===== config.mk =====
export PLATFORM = sky130hd
export DESIGN_NAME = seq_multiplier_flat
export DESIGN_NICKNAME = d
export VERILOG_FILES = /design/src/rtl/seq_multiplier_if.sv /design/src/rtl/seq_multiplier.sv /design/src/flat_wrapper.sv
export SDC_FILE = /design/constraint.sdc
export NUM_CORES = 1
export LEC_CHECK = 0
export ABC_CLOCK_PERIOD_IN_PS = 4350
export BUFFER_PORTS_ARGS = -buffer_cell sky130_fd_sc_hd__buf_2
export CORE_UTILIZATION = 61
export DETAILED_ROUTE_END_ITERATION = 6
export GPL_TIMING_DRIVEN = 0
export PLACE_DENSITY = 0.91
export SYNTH_ARGS = -nofsm -noshare
export SYNTH_HDL_FRONTEND = slang
export SYNTH_SLANG_ARGS = --single-unit

===== constraint.sdc =====
create_clock -name clk -period 4.35 [get_ports clk]
set_clock_uncertainty 0.2 [all_clocks]
set_input_delay 0.435 -clock clk [delete_from_list [all_inputs] [get_ports clk]]
set_output_delay 0.435 -clock clk [all_outputs]
set_load 0.005 [all_outputs]

===== src/rtl/seq_multiplier_if.sv =====
// seq_multiplier_if: operand/result handshake bundle for seq_multiplier.
//   in_valid / in_ready    : operand request and acceptance (a, b, is_signed)
//   out_valid / out_ready  : result offer and consumption (product)
// master: the requester that supplies operands and consumes products.
// slave : the multiplier.
interface seq_multiplier_if #(
  parameter int unsigned WIDTH = 4
);
  logic               in_valid;
  logic               in_ready;
  logic [WIDTH-1:0]   a;
  logic [WIDTH-1:0]   b;
  logic               is_signed;
  logic               out_valid;
  logic               out_ready;
  logic [2*WIDTH-1:0] product;

  modport master (
    output in_valid, a, b, is_signed, out_ready,
    input  in_ready, out_valid, product
  );

  modport slave (
    input  in_valid, a, b, is_signed, out_ready,
    output in_ready, out_valid, product
  );
endinterface


===== src/rtl/seq_multiplier.sv =====
// seq_multiplier: sequential shift-add multiplier, one partial product per clock.
// Ports:
//   clk   rising-edge clock
//   rst   synchronous active-high reset
//   bus   seq_multiplier_if slave: operands in (a, b, is_signed), product out
//   busy  high while iterating
// Latency is exactly WIDTH cycles from acceptance to out_valid, independent of data.
// Signed operands are converted to magnitudes on acceptance; the sign is re-applied
// on the final iteration.
module seq_multiplier #(
  parameter int unsigned WIDTH = 4
) (
  input  logic            clk,
  input  logic            rst,
  seq_multiplier_if.slave bus,
  output logic            busy
);
  localparam int unsigned PW   = 2 * WIDTH;
  localparam int unsigned CntW = $clog2(WIDTH);
  localparam logic [CntW-1:0] LastIter = CntW'(WIDTH - 1);

  typedef enum logic [1:0] {StIdle, StBusy, StDone} state_e;

  state_e           state_q, state_d;
  logic [PW-1:0]    acc_q, acc_d;
  logic [PW-1:0]    mcand_q, mcand_d;     // multiplicand magnitude, shifted left each step
  logic [WIDTH-1:0] mplier_q, mplier_d;   // multiplier magnitude, shifted right each step
  logic [CntW-1:0]  cnt_q, cnt_d;
  logic             neg_q, neg_d;
  logic [PW-1:0]    product_q, product_d;

  logic [WIDTH-1:0] a_mag, b_mag;
  logic [PW-1:0]    sum;

  always_ff @(posedge clk) begin
    if (rst) begin
      state_q   <= StIdle;
      acc_q     <= '0;
      mcand_q   <= '0;
      mplier_q  <= '0;
      cnt_q     <= '0;
      neg_q     <= 1'b0;
      product_q <= '0;
    end else begin
      state_q   <= state_d;
      acc_q     <= acc_d;
      mcand_q   <= mcand_d;
      mplier_q  <= mplier_d;
      cnt_q     <= cnt_d;
      neg_q     <= neg_d;
      product_q <= product_d;
    end
  end

  always_comb begin
    // Negating the most-negative value gives 2^(WIDTH-1), which is correct as unsigned.
    a_mag = (bus.is_signed && bus.a[WIDTH-1]) ? (WIDTH'(0) - bus.a) : bus.a;
    b_mag = (bus.is_signed && bus.b[WIDTH-1]) ? (WIDTH'(0) - bus.b) : bus.b;
    sum   = acc_q + (mplier_q[0] ? mcand_q : '0);

    state_d   = state_q;
    acc_d     = acc_q;
    mcand_d   = mcand_q;
    mplier_d  = mplier_q;
    cnt_d     = cnt_q;
    neg_d     = neg_q;
    product_d = product_q;

    case (state_q)
      StIdle: begin
        if (bus.in_valid) begin
          mcand_d  = {{WIDTH{1'b0}}, a_mag};
          mplier_d = b_mag;
          neg_d    = bus.is_signed & (bus.a[WIDTH-1] ^ bus.b[WIDTH-1]);
          acc_d    = '0;
          cnt_d    = '0;
          state_d  = StBusy;
        end
      end
      StBusy: begin
        acc_d    = sum;
        mcand_d  = mcand_q << 1;
        mplier_d = mplier_q >> 1;
        cnt_d    = cnt_q + CntW'(1);
        if (cnt_q == LastIter) begin
          product_d = neg_q ? (PW'(0) - sum) : sum;
          state_d   = StDone;
        end
      end
      StDone: begin
        if (bus.out_ready) begin
          state_d = StIdle;
        end
      end
      default: state_d = StIdle;
    endcase
  end

  // Status outputs decode state only; no input reaches them combinationally.
  assign bus.in_ready  = (state_q == StIdle);
  assign bus.out_valid = (state_q == StDone);
  assign busy          = (state_q == StBusy);
  assign bus.product   = product_q;
endmodule


===== src/flat_wrapper.sv =====
// flat-port wrapper written by rule: the top's interface ports become plain ports
module seq_multiplier_flat 
#(
  parameter int unsigned WIDTH = 4
)
  (clk, rst, busy, bus_in_valid, bus_a, bus_b, bus_is_signed, bus_out_ready, bus_in_ready, bus_out_valid, bus_product);
  seq_multiplier_if #(.WIDTH(WIDTH)) bus_i ();
  input  logic clk;
  input  logic rst;
  output logic busy;
  input wire logic [$bits(bus_i.in_valid)-1:0] bus_in_valid;
  input wire logic [$bits(bus_i.a)-1:0] bus_a;
  input wire logic [$bits(bus_i.b)-1:0] bus_b;
  input wire logic [$bits(bus_i.is_signed)-1:0] bus_is_signed;
  input wire logic [$bits(bus_i.out_ready)-1:0] bus_out_ready;
  output wire logic [$bits(bus_i.in_ready)-1:0] bus_in_ready;
  output wire logic [$bits(bus_i.out_valid)-1:0] bus_out_valid;
  output wire logic [$bits(bus_i.product)-1:0] bus_product;
  assign bus_i.in_valid = bus_in_valid;
  assign bus_i.a = bus_a;
  assign bus_i.b = bus_b;
  assign bus_i.is_signed = bus_is_signed;
  assign bus_i.out_ready = bus_out_ready;
  assign bus_in_ready = bus_i.in_ready;
  assign bus_out_valid = bus_i.out_valid;
  assign bus_product = bus_i.product;
  seq_multiplier #(.WIDTH(WIDTH)) u_core (.clk(clk), .rst(rst), .bus(bus_i), .busy(busy));
endmodule

== Word-level counts from Yosys, hierarchy flattened ==
Cells that the tools add are included.

* Register bits: 33
* Output and inout port bits: 11

* Add/subtract/negate cells: 5
* Eq/ne operators: 6
* Multiplexer cells: 16
* Bitwise operators: 2
* Reductions and logical operators: 8

{| class="wikitable"
|+ Operators with widths
! operator !! count
|-
| $mux 8 || 4
|-
| $pmux 8 s2 || 2
|-
| $mux 4 || 3
|-
| $add 8x8->8 || 1
|-
| $mux 2 || 4
|-
| $pmux 4 s2 || 1
|-
| $sub 1x4->4 const A || 2
|-
| $sub 1x8->8 const A || 1
|-
| $pmux 2 s3 || 1
|-
| $reduce_and 2->1 || 3
|-
| $eq 2x2->1 const B || 2
|-
| $ne 2x2->1 const B || 2
|-
| $pmux 2 s2 || 1
|-
| $reduce_and 3->1 || 1
|-
| $add 2x1->2 const B || 1
|-
| $eq 2x1->1 const B || 1
|-
| $logic_and 1x1->1 || 2
|-
| $logic_not 2->1 || 1
|-
| $ne 2x1->1 const B || 1
|-
| $reduce_bool 2->1 || 1
|-
| $and 1x1->1 || 1
|-
| $xor 1x1->1 || 1
|}

== Logic depth before layout (Yosys ltp) ==
Gate-level depths: netlist of the first run.

* Depth after elaboration: 4
* Depth in mapped cells: 9
* Mapped depth without buffers: 9

== Worst setup path after synthesis of the first run ==
No wires, ideal clock.

* Path type: register to register
* From: register u_core.mplier_q[0]
* To: register u_core.product_q[6] (netlist: u_core.bus.product[6])
* Setup time: 86 ps
* Arrival: 2,279 ps
* Slack: 1,786 ps
* Cell stages (with the launch flop): 10
* Period minus slack after synthesis: 2,564 ps
* Cell sequence: dfxtp_1 -> and2_1 -> ha_1 -> fa_1 -> a211o_1 -> o21ai_0 -> xnor2_1 -> o41ai_2 -> xor2_1 -> a211oi_1

* Cells in the longest elaborated chain, start to end: 4

{| class="wikitable"
|+ RTL lines
! what !! line !! RTL
|-
| start: declaration || seq_multiplier.sv:27 || <nowiki>logic [WIDTH-1:0] mplier_q, mplier_d;</nowiki>
|-
| start signal: assignment || seq_multiplier.sv:48 || <nowiki>mplier_q <= mplier_d;</nowiki>
|-
| $mux 8 (*) || seq_multiplier.sv:59 || <nowiki>sum = acc_q + (mplier_q[0] ? mcand_q : '0);</nowiki>
|-
| $add 8x8->8 (*) || seq_multiplier.sv:59 ||
|-
| $sub 1x8->8 || seq_multiplier.sv:86 || <nowiki>product_d = neg_q ? (PW'(0) - sum) : sum;</nowiki>
|-
| $mux 8 (*) || seq_multiplier.sv:86 ||
|-
| end signal: assignment || seq_multiplier.sv:51 || <nowiki>product_q <= product_d;</nowiki>
|-
| end: declaration || seq_multiplier.sv:30 || <nowiki>logic [PW-1:0] product_q, product_d;</nowiki>
|}

Mark *: on every way between the ends. The rest lies on a longest branch, timed or not.
A chain may end at the register's enable or synchronous reset.

== Worst setup path after layout of the first run ==
* From: register u_core.mplier_q[0]
* To: register u_core.product_q[7] (netlist: u_core.bus.product[7])

The elaborated chain is that of the path after synthesis.

==> results of run 1 <==
[sequential cells by signal, indices dropped and copies added, names as in the netlist]
signal and flops:
u_core.mcand_q 8, u_core.acc_q 8, u_core.state_q 2, u_core.bus.product 8, u_core.mplier_q 4, u_core.cnt_q 2, u_core.neg_q 1
[cell usage in the layout (no fill, tap or decap), drive strengths merged, types with 2 or more instances in the layout]
cell    Yosys  final
a21oi      29     29
o21ai       3      3
a221oi      4      4
and2        8      8
nor2b       3      3
dfxtp      33     33
ha         11     11
nor2       16     16
buf         2     24
and3        2      2
a21o        2      2
a22oi       4      4
nand2      32     32
nor3        2      2
xnor2       4      4
nand3b      3      3
clkbuf      9     14
nand2b      3      3
or3         2      2
mux2i       2      2
o41ai       2      2
nand3      21     21
xor2        9      9
a211oi      5      5
o31ai       2      2
inv        11     11
[cells by family (layout without fill, tap and decap cells)]
kind of cell	count (synthesis)	count (layout)	synth area share, %
compound gates	58	58	20.0
xor+xnor	13	13	5.94
mux	2	2	1.04
buf+inv	23	52	7.44
fa+ha+maj	12	12	8.22
flops	33	33	34.4
simple gates	93	93	22.9
[path summary, 6_finish.rpt]
path	to	slack, ns	cells after the start
setup / recovery	u_core.bus.product[7]	1.45	9
hold / removal	u_core.bus.product[1]	0.08	2
setup reg to reg	u_core.bus.product[7]	1.45	9
hold reg to reg	u_core.mplier_q[2]	0.26	2
[worst max-delay path, stage by stage (launching register included)]
cell,delay (ns)
dfxtp_1,0.39
and2_1,0.20
ha_1,0.22
fa_1,0.42
xor2_1,0.23
or3_1,0.35
o21bai_1,0.18
o41ai_1,0.43
nand3b_1,0.13
o211ai_1,0.10
[routing by layer]
layer,GRT usage [%],share of wire (%),vias up
met5,0,0,-
met4,12.6,3.5,0
met3,6.03,4.8,17
met2,42.4,46,50
met1,34.0,46,783
li1,-,-,878
[metrics by stage]
stage | hold WS [ns] | total power [mW] | cells
after global placement | 0.238 | 0.389 | 298
after CTS | 0.0749 | 0.605 | 305
final | 0.0801 | 0.605 | 305
after global routing | 0.0698 | 0.628 | 305
after detailed placement | 0.250 | 0.390 | 298
after floorplan | 0.228 | 0.368 | 234
[power by group]
| part | switching (mW) | total [mW] | internal, mW |
|---|---|---|---|
| registers | 0.00578 | 0.315 | 0.310 |
| clock network | 0.104 | 0.221 | 0.117 |
| logic | 0.0420 | 0.0687 | 0.0267 |
| total | 0.151 | 0.605 | 0.453 |
[area by class of cell]
type,instances,area (um2),share of cell area (%)
multi-input combinational,178,1110,51.8
sequential,33,661,30.7
timing repair buffer,22,110,5.11
buffer,12,101,4.71
tap,42,52.6,2.44
inverter,11,41.3,1.92
clock buffer,5,37.5,1.74
clock inverter,2,35.0,1.63
==> results.md, run 1 <==
- Initial antenna violation count: 0
- Final max-slew violation count: 0
- Final setup TNS: 0 ns
- Cell area after layout: roughly 2200 um2
- CTS tree: built
- Asr flop ratio synth: 0%
- Detailed Route WL: 4110 um
- Clk_lat worst skew: between 0.3 and 0.4 ns
- Number of enable flip-flop cells after synthesis: 0
- Worst VDD drop: roughly 0.23 mV
- Setup bufs post-CTS: 0
- Post-route setup slack: 1.45 ns
- Tcrit/Tclk final: 66.7%
- Max Root-Sink Buffers: 2
- First-pass iteration count of the detailed router: 5
- CTS Hold Buffers Added: 0
- Required @ worst endpoint: between 4 and 5 ns
- First-pass GRT wire length: 6690 um
- Final net count: ~290
- Buffers on Ports: 22
- ANT nets after route: 0
- Place WS: around 1.5 ns
- PwrDens: 281 nW/um2
- Status: complete, no violations
- Fmax: ~0.34 GHz
- Post-synth cell types: 41
- Cts repair resizes: 0
- Top post-synthesis cells by count: dfxtp_1, nand2_1, a21oi_1
- Final setup vio count: 0
- Rows: 19
- Critical Path Start Type: register
- Die area: roughly 3400 um2
- Sequential element share of the synthesized area: roughly 34%
- Post-DP HPWL: 3030 um
- DRT iter0 DRCs: 47
- Vias in the first global route: ~1500
- CP startpoint: u_core.mplier_q[0]
- Main area contributors after synthesis: dfxtp_1, a21oi_1, ha_1
- RSZ-0062 raised after global routing: false
- CP Class: reg -> reg
- Syn Area/Cell: a little over 8 um2
- Area grow syn2layout: 12.3%
- Final Critical Period: between 2 and 3 ns
- Synth warn: 0
- Max Cap Violations: 0
- Clk sinks: 33
- Vias per cell: 5.67
- Initial Util: 66.7%
- DIE WIDTH: between 50 and 60 um
- Crit end category: register
- CTS buffer count: 5
- Root Driver: clkbuf_4
- Ys flop type: dfxtp_1
- Synth Register Bits: 33
- Yosys top cell area share: 34.4%
- R2R Path Start: u_core.mplier_q[0]
- Cell area after synthesis: between 1500 and 2000 um2
- Total global routing overflow: 0
- Vias after detailed routing: 1728
- GPL Wtd Cong: 0.829
- Worst-path maximum fanout: 9
- Worst slew margin: ~65%
- Final hold violation count: 0
- # IOs: 24
- Slew @ Worst Pin: ~0.52 ns
- Synth Instances: 234
- Filler Cell Count: just over 200
- Hold Crit Class: in -> reg
- Layout cells sized above 1: approximately 15%
- GRT Total Usage: around a quarter
- Drc violations: 0
- ANT cells: 0
- CP arrival: 2.97 ns
- Fin util: between 70% and 80%
- CTS H-Tree Depth: 2
- Syn nets: 259
- Core Region: ~2900 um2
- Hold Startpoint: rst
- DP Area: approximately 2100 um2
- Yosys top cell by area: dfxtp_1
- Largest net degree at the start of global routing: 11
- Most common cell in the netlist: dfxtp_1
- Clock transition at the registers of the reported paths: 0.10 ns
- WL per Instance: between 10 and 15 um
- Leakage power: ~0.9 nW
- Die Ht: a little under 60 um
No activity file was read; power rests on OpenSTA's default activity.
==> inputs of run 2 (changes only) <==
--- a/config.mk
+++ b/config.mk
@@ -5,12 +5,13 @@
 export SDC_FILE = /design/constraint.sdc
 export NUM_CORES = 1
 export LEC_CHECK = 0
-export ABC_CLOCK_PERIOD_IN_PS = 4350
+export ABC_AREA = 1
+export ABC_CLOCK_PERIOD_IN_PS = 2600
 export BUFFER_PORTS_ARGS = -buffer_cell sky130_fd_sc_hd__buf_2
-export CORE_UTILIZATION = 61
+export CORE_UTILIZATION = 52
 export DETAILED_ROUTE_END_ITERATION = 6
 export GPL_TIMING_DRIVEN = 0
-export PLACE_DENSITY = 0.91
+export PLACE_DENSITY = 0.83
 export SYNTH_ARGS = -nofsm -noshare
 export SYNTH_HDL_FRONTEND = slang
 export SYNTH_SLANG_ARGS = --single-unit
==> constraint.sdc (replaced) <==
create_clock -name clk -period 2.6 [get_ports clk]
set_clock_uncertainty 0.2 [all_clocks]
set_input_delay 0.26 -clock clk [delete_from_list [all_inputs] [get_ports clk]]
set_output_delay 0.26 -clock clk [all_outputs]
set_load 0.005 [all_outputs]
==> run 2 against run 1 <==
Against the previous run:
- maximum frequency increased by 19%
- global-route usage decreased by 4.2 points
- combinational power increased by 94%
- critical endpoint is now u_core.bus.product[6]
- largest power group unchanged
==> results.md, run 2 <==
- Status: complete, no violations
- CTS tree: built
- Worst Path Buf+Inv: 5 (+5)
- Worst-path maximum fanout: 9 (unchanged)
- Final setup TNS: 0 ns (unchanged)
- R2R Path Start: u_core.mplier_q[0]
- Final max-slew violation count: 0 (unchanged)
- Most frequent cells in the layout: nand2_1, inv_1, dfxtp_1, a21oi_1, buf_2
- Sequential element share of the synthesized area: 33.7% (-0.73 points)
- Hold Startpoint: bus_out_ready
- Worst hold endpoint: u_core.state_q[1]
- Internal power: 0.777 mW (+71%)
- Post-Place Cells: 354 (+19%)
- Crit end category: register
- Rows: 21 (+2)
- GPL Wtd Cong: 0.808 (-2.6%)
- Post-synth cell types: 33 (-20%)
- ANT nets after route: 0 (unchanged)
- Largest net degree at the start of global routing: 11 (unchanged)
- Post-route insts no fill: 361 (+18%)
- PwrDens: 468 nW/um2 (+67%)
- Ys flop type: dfxtp_1
- Tcrit/Tclk final: 93.5% (+27 points)
- Core Region: 3470 um2 (+21%)
- PnR Total Power: 1.04 mW (+73%)
- P_sw: 0.267 mW (+76%)
- Yosys top cell area share: 33.7% (-0.73 points)
- First-pass GRT wire length: 7200 um (+7.7%)
- Die Ht: 63.4 um (+9.1%)
- Area grow syn2layout: 13.7%
- Vias after detailed routing: 1853 (+7.2%)
- Leakage power: 1.08 nW (+20%)
- CP delay by family, top: adder cells
- Clk sinks: 33 (unchanged)
- Total global routing overflow: 0 (unchanged)
- CTS Hold Buffers Added: 0 (unchanged)
- Hold Crit Class: in -> reg
- CTS H-Tree Depth: 2 (unchanged)
- Number of enable flip-flop cells after synthesis: 0 (unchanged)
- Syn Area/Cell: 6.85 um2 (-16%)
- Switching Share: 25.6% (+0.55 points)
- Final hold violation count: 0 (unchanged)
- Worst slew margin: 66.6% (+1.3 points)
- Buffers on Ports: 22 (unchanged)
- RSZ-0062 raised after global routing: false
- Cell count of the worst hold path: 4 (+2)
- Main area contributors after synthesis: dfxtp_1, nand2_1, inv_1
- R2r endpoint: u_core.bus.product[6]
- Most common cell after layout, fill and taps aside: nand2_1
- Slew @ Worst Pin: 0.500 ns (-0.0161 ns)
- Cell area after synthesis: 1960 um2 (+2.2%)
- CTS buffer count: 5 (unchanged)
- Comb pwr share: 12.7% (+1.3 points)
- Synth Instances: 286 (+22%)
- Clk_lat worst skew: 0.28 ns (-0.06 ns)
- Flop2flop setup slack: 0.17 ns (-1.28 ns)
- Cell area after layout: 2230 um2 (+3.5%)
- Crit path top cell by count: nand2_1
- CP arrival: 2.42 ns (-0.55 ns)
- Yosys top cell by area: dfxtp_1
- Vias per cell: 5.13 (-9.4%)
- Asr flop ratio synth: 0% (unchanged)
- Initial Util: 56.5% (-10 points)
- Vias in the first global route: 1743 (+16%)
- Layout cells sized above 1: 16.2% (+0.98 points)
- Top post-synthesis cells by count: nand2_1, inv_1, dfxtp_1
- Synth warn: 0 (unchanged)
- Detailed Route WL: 4060 um (-1.2%)
- Post-DP HPWL: 3150 um (+4.0%)
- DIE WIDTH: 63.4 um (+9.1%)
- Fin util: 64.2% (-11 points)
- First-pass iteration count of the detailed router: 5 (unchanged)
- Drc violations: 0 (unchanged)
- # IOs: 24 (unchanged)
- Die area: 4020 um2 (+19%)
- Worst path slowest cell: fa_2
- Filler Cell Count: 358 (+74%)
- Clock power share: 36.7% (+0.2 points)
- Max Root-Sink Buffers: 2 (unchanged)
- Clock transition at the registers of the reported paths: 0.07 ns (-0.03 ns)
- DP Area: 2130 um2 (+2.2%)
- Fmax: 0.411 GHz (+19%)
- Worst r2r path cells: 16 (+7)
- Final net count: 340 (+18%)
- Root Driver: clkbuf_8
- WL per Instance: 11.2 um (-17%)
- GRT Total Usage: 22.4% (-4.2 points)
- Required @ worst endpoint: 2.59 ns (-1.83 ns)
- Worst VDD drop: 0.294 mV (+27%)
- Max Cap Violations: 0 (unchanged)
- ANT cells: 0 (unchanged)
- DRT iter0 DRCs: 88 (+87%)
- Critical Path Start Type: register
- Initial antenna violation count: 0 (unchanged)
- Most common cell in the netlist: nand2_1
- Synth Register Bits: 33 (unchanged)
- Largest stage delay on the critical path: 0.57 ns (+0.14 ns)
- CP Class: reg -> reg
- Syn nets: 311 (+20%)
- Final Critical Period: 2.43 ns (-0.469 ns)
- Worst-path cell chain: buf_4 > nand2_1 > inv_1 > ha_4 > fa_2 > inv_2 > ha_1 > inv_1 > nor2_1 > nand3_1 > nand3b_1 > nand2_1 > nand2_1 > nand3_1 > nand2_1 > inv_1
- Register share of total power: 50.6% (-1.6 points)
- Final setup vio count: 0 (unchanged)
==> run 2: cell count changes after synthesis, sizes merged, moves of 4 or more <==
cell and change:
nand2 +64, a221oi -4, nand3 -5, buf +5
a211oi -5, clkbuf -6, a22oi -4, a31oi +7
xor2 -5, o21ai +8, inv +28, and2 -7
==> run 2: worst max path at each step <==
stage / start / end / cells past startpoint
finish: u_core.mplier_q[0] / u_core.bus.product[6] / 16
floorplan: u_core.mplier_q[0] / u_core.bus.product[6] / 15
global placement: u_core.mplier_q[0] / u_core.bus.product[6] / 15
global route: u_core.mplier_q[0] / u_core.bus.product[6] / 16
CTS: u_core.mplier_q[0] / u_core.bus.product[6] / 15
detailed placement: u_core.mplier_q[0] / u_core.bus.product[6] / 15
==> run 2: logic make-up after synthesis <==
group	after synthesis	synth area share, %
XOR/XNOR	5	2.23
adder cells (fa/ha/maj)	12	8.05
AO/OA/AOI/OAI	54	15.4
flip-flops	33	33.7
buffers and inverters	49	10.6
AND/OR/NAND/NOR	133	30.0
==> run 2: power groups by stage <==
stage / sequential (mW) / clock [mW] / combinational, mW
global placement: 0.539 / 0 / 0.128
floorplan: 0.538 / 0 / 0.0925
global route: 0.530 / 0.411 / 0.149
finish: 0.528 / 0.383 / 0.133
detailed placement: 0.539 / 0 / 0.132
CTS: 0.528 / 0.393 / 0.132
==> run 2: tightest hold or removal path, cell delays in order <==
cell	delay (ns)
buf_2	0.08
inv_1	0.03
nand2_1	0.05
a21oi_1	0.05
==> run 2: per-stage QoR <==
| step | setup WS [ns] | hold WS (ns) |
|---|---|---|
| final | 0.168 | 0.0298 |
| after global routing | 0.00895 | 0.0456 |
| after CTS | 0.123 | 0.0272 |
| after detailed placement | 0.127 | 0.261 |
| after global placement | 0.153 | 0.251 |
| after floorplan | 0.279 | 0.208 |
==> run 2: repair_timing <==
item / CTS / global route
endpoints found under the setup margin: 0 / 2
setup buffers: 0 / 0
gates resized for setup: 0 / 4
hold endpoints to repair: 0 / 0
==> run 2: area by class of cell <==
cell class	instances	area (um2)	area share (%)
plain buffers	10	61.3	2.75
clock buffers	7	86.3	3.87
inverters	39	146	6.57
multi-input cells	204	1110	49.6
flip-flops and latches	33	661	29.6
well taps	46	57.6	2.58
repair buffers	22	110	4.94
==> run 2: routing by layer <==
layer	wire length, um	vias up	global-route usage [%]
li1	-	971	-
met1	1860	839	25.6
met2	1990	36	39.5
met3	145	7	5.25
met4	59	0	8.81
met5	0	-	0
==> inputs of run 3 (changes only) <==
--- a/config.mk
+++ b/config.mk
@@ -7,11 +7,11 @@
 export LEC_CHECK = 0
 export ABC_AREA = 1
 export ABC_CLOCK_PERIOD_IN_PS = 2600
-export BUFFER_PORTS_ARGS = -buffer_cell sky130_fd_sc_hd__buf_2
-export CORE_UTILIZATION = 52
+export CORE_UTILIZATION = 56
 export DETAILED_ROUTE_END_ITERATION = 6
+export DONT_BUFFER_PORTS = 1
 export GPL_TIMING_DRIVEN = 0
-export PLACE_DENSITY = 0.83
+export PLACE_DENSITY = 0.82
 export SYNTH_ARGS = -nofsm -noshare
 export SYNTH_HDL_FRONTEND = slang
 export SYNTH_SLANG_ARGS = --single-unit
==> run 3 against run 2 <==
Against the previous run:
- combinational power about the same
- clock power down 25%
- final area down 1.7%
- total power down 8.7%
- routed wire length up 4.3%
- sequential cell count unchanged
- final cell count down 2.8%
- critical path type unchanged
- critical endpoint unchanged
- largest cell class unchanged
==> results.md, run 3 (synthesized netlist as in run 2, its figures left out) <==
- Worst slew margin: 63.2% (-3.5 points)
- Final setup vio count: 0 (unchanged)
- Worst path slowest cell: fa_1
- Cell area after layout: 2190 um2 (-1.7%)
- Worst-path cell chain: nand2_1 > inv_1 > ha_2 > fa_1 > inv_2 > ha_2 > inv_1 > nor2_1 > nand3_1 > nand3b_1 > nand3_1 > nand3_1 > nand2_1 > inv_1
- Largest stage delay on the critical path: 0.51 ns (-0.06 ns)
- GRT Total Usage: 24.4% (+2.0 points)
- Critical Path Start Type: register
- DP Area: 2020 um2 (-5.2%)
- Hold Crit Class: in -> reg
- Worst hold slack: 0.0468 ns (+0.0170 ns)
- # IOs: 24 (unchanged)
- Slew @ Worst Pin: 0.552 ns (+0.0519 ns)
- CP Class: reg -> reg
- Die area: 3740 um2 (-6.9%)
- PwrDens: 435 nW/um2 (-7.1%)
- CP arrival: 2.49 ns (+0.07 ns)
- Flop2flop setup slack: 0.16 ns (about the same)
- Final Critical Period: 2.44 ns (+0.00717 ns)
- Tcrit/Tclk final: 93.8% (+0.28 points)
- Detailed Route WL: 4230 um (+4.3%)
- Max Root-Sink Buffers: 2 (unchanged)
- CP delay by family, top: adder cells
- Clk sinks: 33 (unchanged)
- Final max-slew violation count: 0 (unchanged)
- CTS tree: built
- Most frequent cells in the layout: nand2_1, inv_1, dfxtp_1, a21oi_1, nand3_1
- Worst VDD drop: 0.298 mV (+1.3%)
- GPL Wtd Cong: 0.910 (+13%)
- Final setup TNS: 0 ns (unchanged)
- Vias after detailed routing: 1815 (-2.1%)
- Crit end category: register
- Buffers on Ports: 0 (-100%)
- Worst Path Buf+Inv: 4 (-1)
- Root Driver: clkbuf_4
- Required @ worst endpoint: 2.65 ns (+0.06 ns)
- DRT iter0 DRCs: 90 (+2.3%)
- Initial antenna violation count: 0 (unchanged)
- Largest net degree at the start of global routing: 12 (+1)
- Total global routing overflow: 0 (unchanged)
- Die Ht: 61.2 um (-3.5%)
- Drc violations: 0 (unchanged)
- First-pass GRT wire length: 6630 um (-8.0%)
- Area grow syn2layout: 11.8%
- Initial Util: 58.7% (+2.2 points)
- WL per Instance: 12.1 um (+7.3%)
- ANT cells: 0 (unchanged)
- Vias per cell: 5.17 (+0.74%)
- Clock transition at the registers of the reported paths: 0.10 ns (+0.03 ns)
- Status: complete, no violations
- CTS buffer count: 5 (unchanged)
- ANT nets after route: 0 (unchanged)
- Most common cell after layout, fill and taps aside: nand2_1
- Worst-path maximum fanout: 9 (unchanged)
- Vias in the first global route: 1589 (-8.8%)
- Final hold violation count: 0 (unchanged)
- Final net count: 329 (-3.2%)
- Layout cells sized above 1: 10.5% (-5.7 points)
- DIE WIDTH: 61.2 um (-3.5%)
- Clk_lat worst skew: 0.35 ns (+0.07 ns)
- Core Region: 3340 um2 (-3.8%)
- Leakage power: 1.01 nW (-6.6%)
- Max Cap Violations: 0 (unchanged)
- Post-DP HPWL: 2990 um (-5.1%)
- First-pass iteration count of the detailed router: 4 (-1)
- Fmax: 0.410 GHz (-0.29%)
- CTS H-Tree Depth: 2 (unchanged)
- Rows: 21 (unchanged)
## run 3: cell count changes in the layout (fill, tap and decap cells not counted), moves of 2 or more
cell / previous run / this run
dlygate4sd3_1: 0 / 11
buf_2: 23 / 1
ha_2: 0 / 2
clkbuf_4: 0 / 5
clkbuf_8: 6 / 0
clkinv_2: 0 / 2
## run 3: power by group
part	total [mW]	leakage [nW]	internal (mW)	switching, mW
clock	0.289	0.0310	0.102	0.187
combinational	0.133	0.709	0.0500	0.0833
sequential	0.530	0.268	0.519	0.0110
## run 3: final cells by class
class | count | area, um2
clock buffers | 5 | 37.5
multi-input cells | 204 | 1100
plain buffers | 9 | 53.8
well taps | 46 | 57.6
inverters | 39 | 146
fillers | 298 | 1150
flip-flops and latches | 33 | 664
clock inverters | 3 | 17.5
repair buffers | 12 | 118
## run 3: worst register-to-register path: cells and delay by family, from the launching register on
kind | cells | cell delay [ns]
simple gates | 7 | 0.71
fa+ha+maj | 3 | 0.86
buf+inv | 4 | 0.20
flops | 1 | 0.39
## run 3: path summary, 6_finish.rpt
path                 startpoint               endpoint  cells after the start
max reg2reg  u_core.mplier_q[0]  u_core.bus.product[6]                     14
min                    bus_b[1]     u_core.mplier_q[1]                      4
min reg2reg   u_core.mcand_q[7]      u_core.mcand_q[7]                      2
max          u_core.mplier_q[0]  u_core.bus.product[6]                     14
## run 3: metrics by stage
| step | std cells | util (%) | power [mW] | worst slack [ns] |
|---|---|---|---|---|
| detailed placement | 332 | 60.4 | 0.658 | 0.113 |
| CTS | 351 | 65.4 | 0.953 | 0.0967 |
| floorplan | 286 | - | 0.630 | 0.279 |
| global route | 351 | 65.7 | 0.993 | -0.00842 |
| finish | 351 | 65.7 | 0.953 | 0.161 |
| global placement | 332 | 60.4 | 0.654 | 0.153 |
## run 3: per-layer routing
layer  part of all wire (%)  routed length, um  vias up  GRT usage [%]
li1                       -                  -      951              -
met5                      0                  0        -              0
met2                     51               2140       36           43.8
met1                     44               1860      822           26.9
met4                    1.3                 56        0           9.09
met3                    4.1                173        6           7.56
## run 3: repair_timing
item	4_1_cts	5_1_grt
hold buffers	11	0
buffers inserted	0	1
setup endpoints to repair	0	2
endpoints found under the hold margin	10	0
resized for setup	0	5
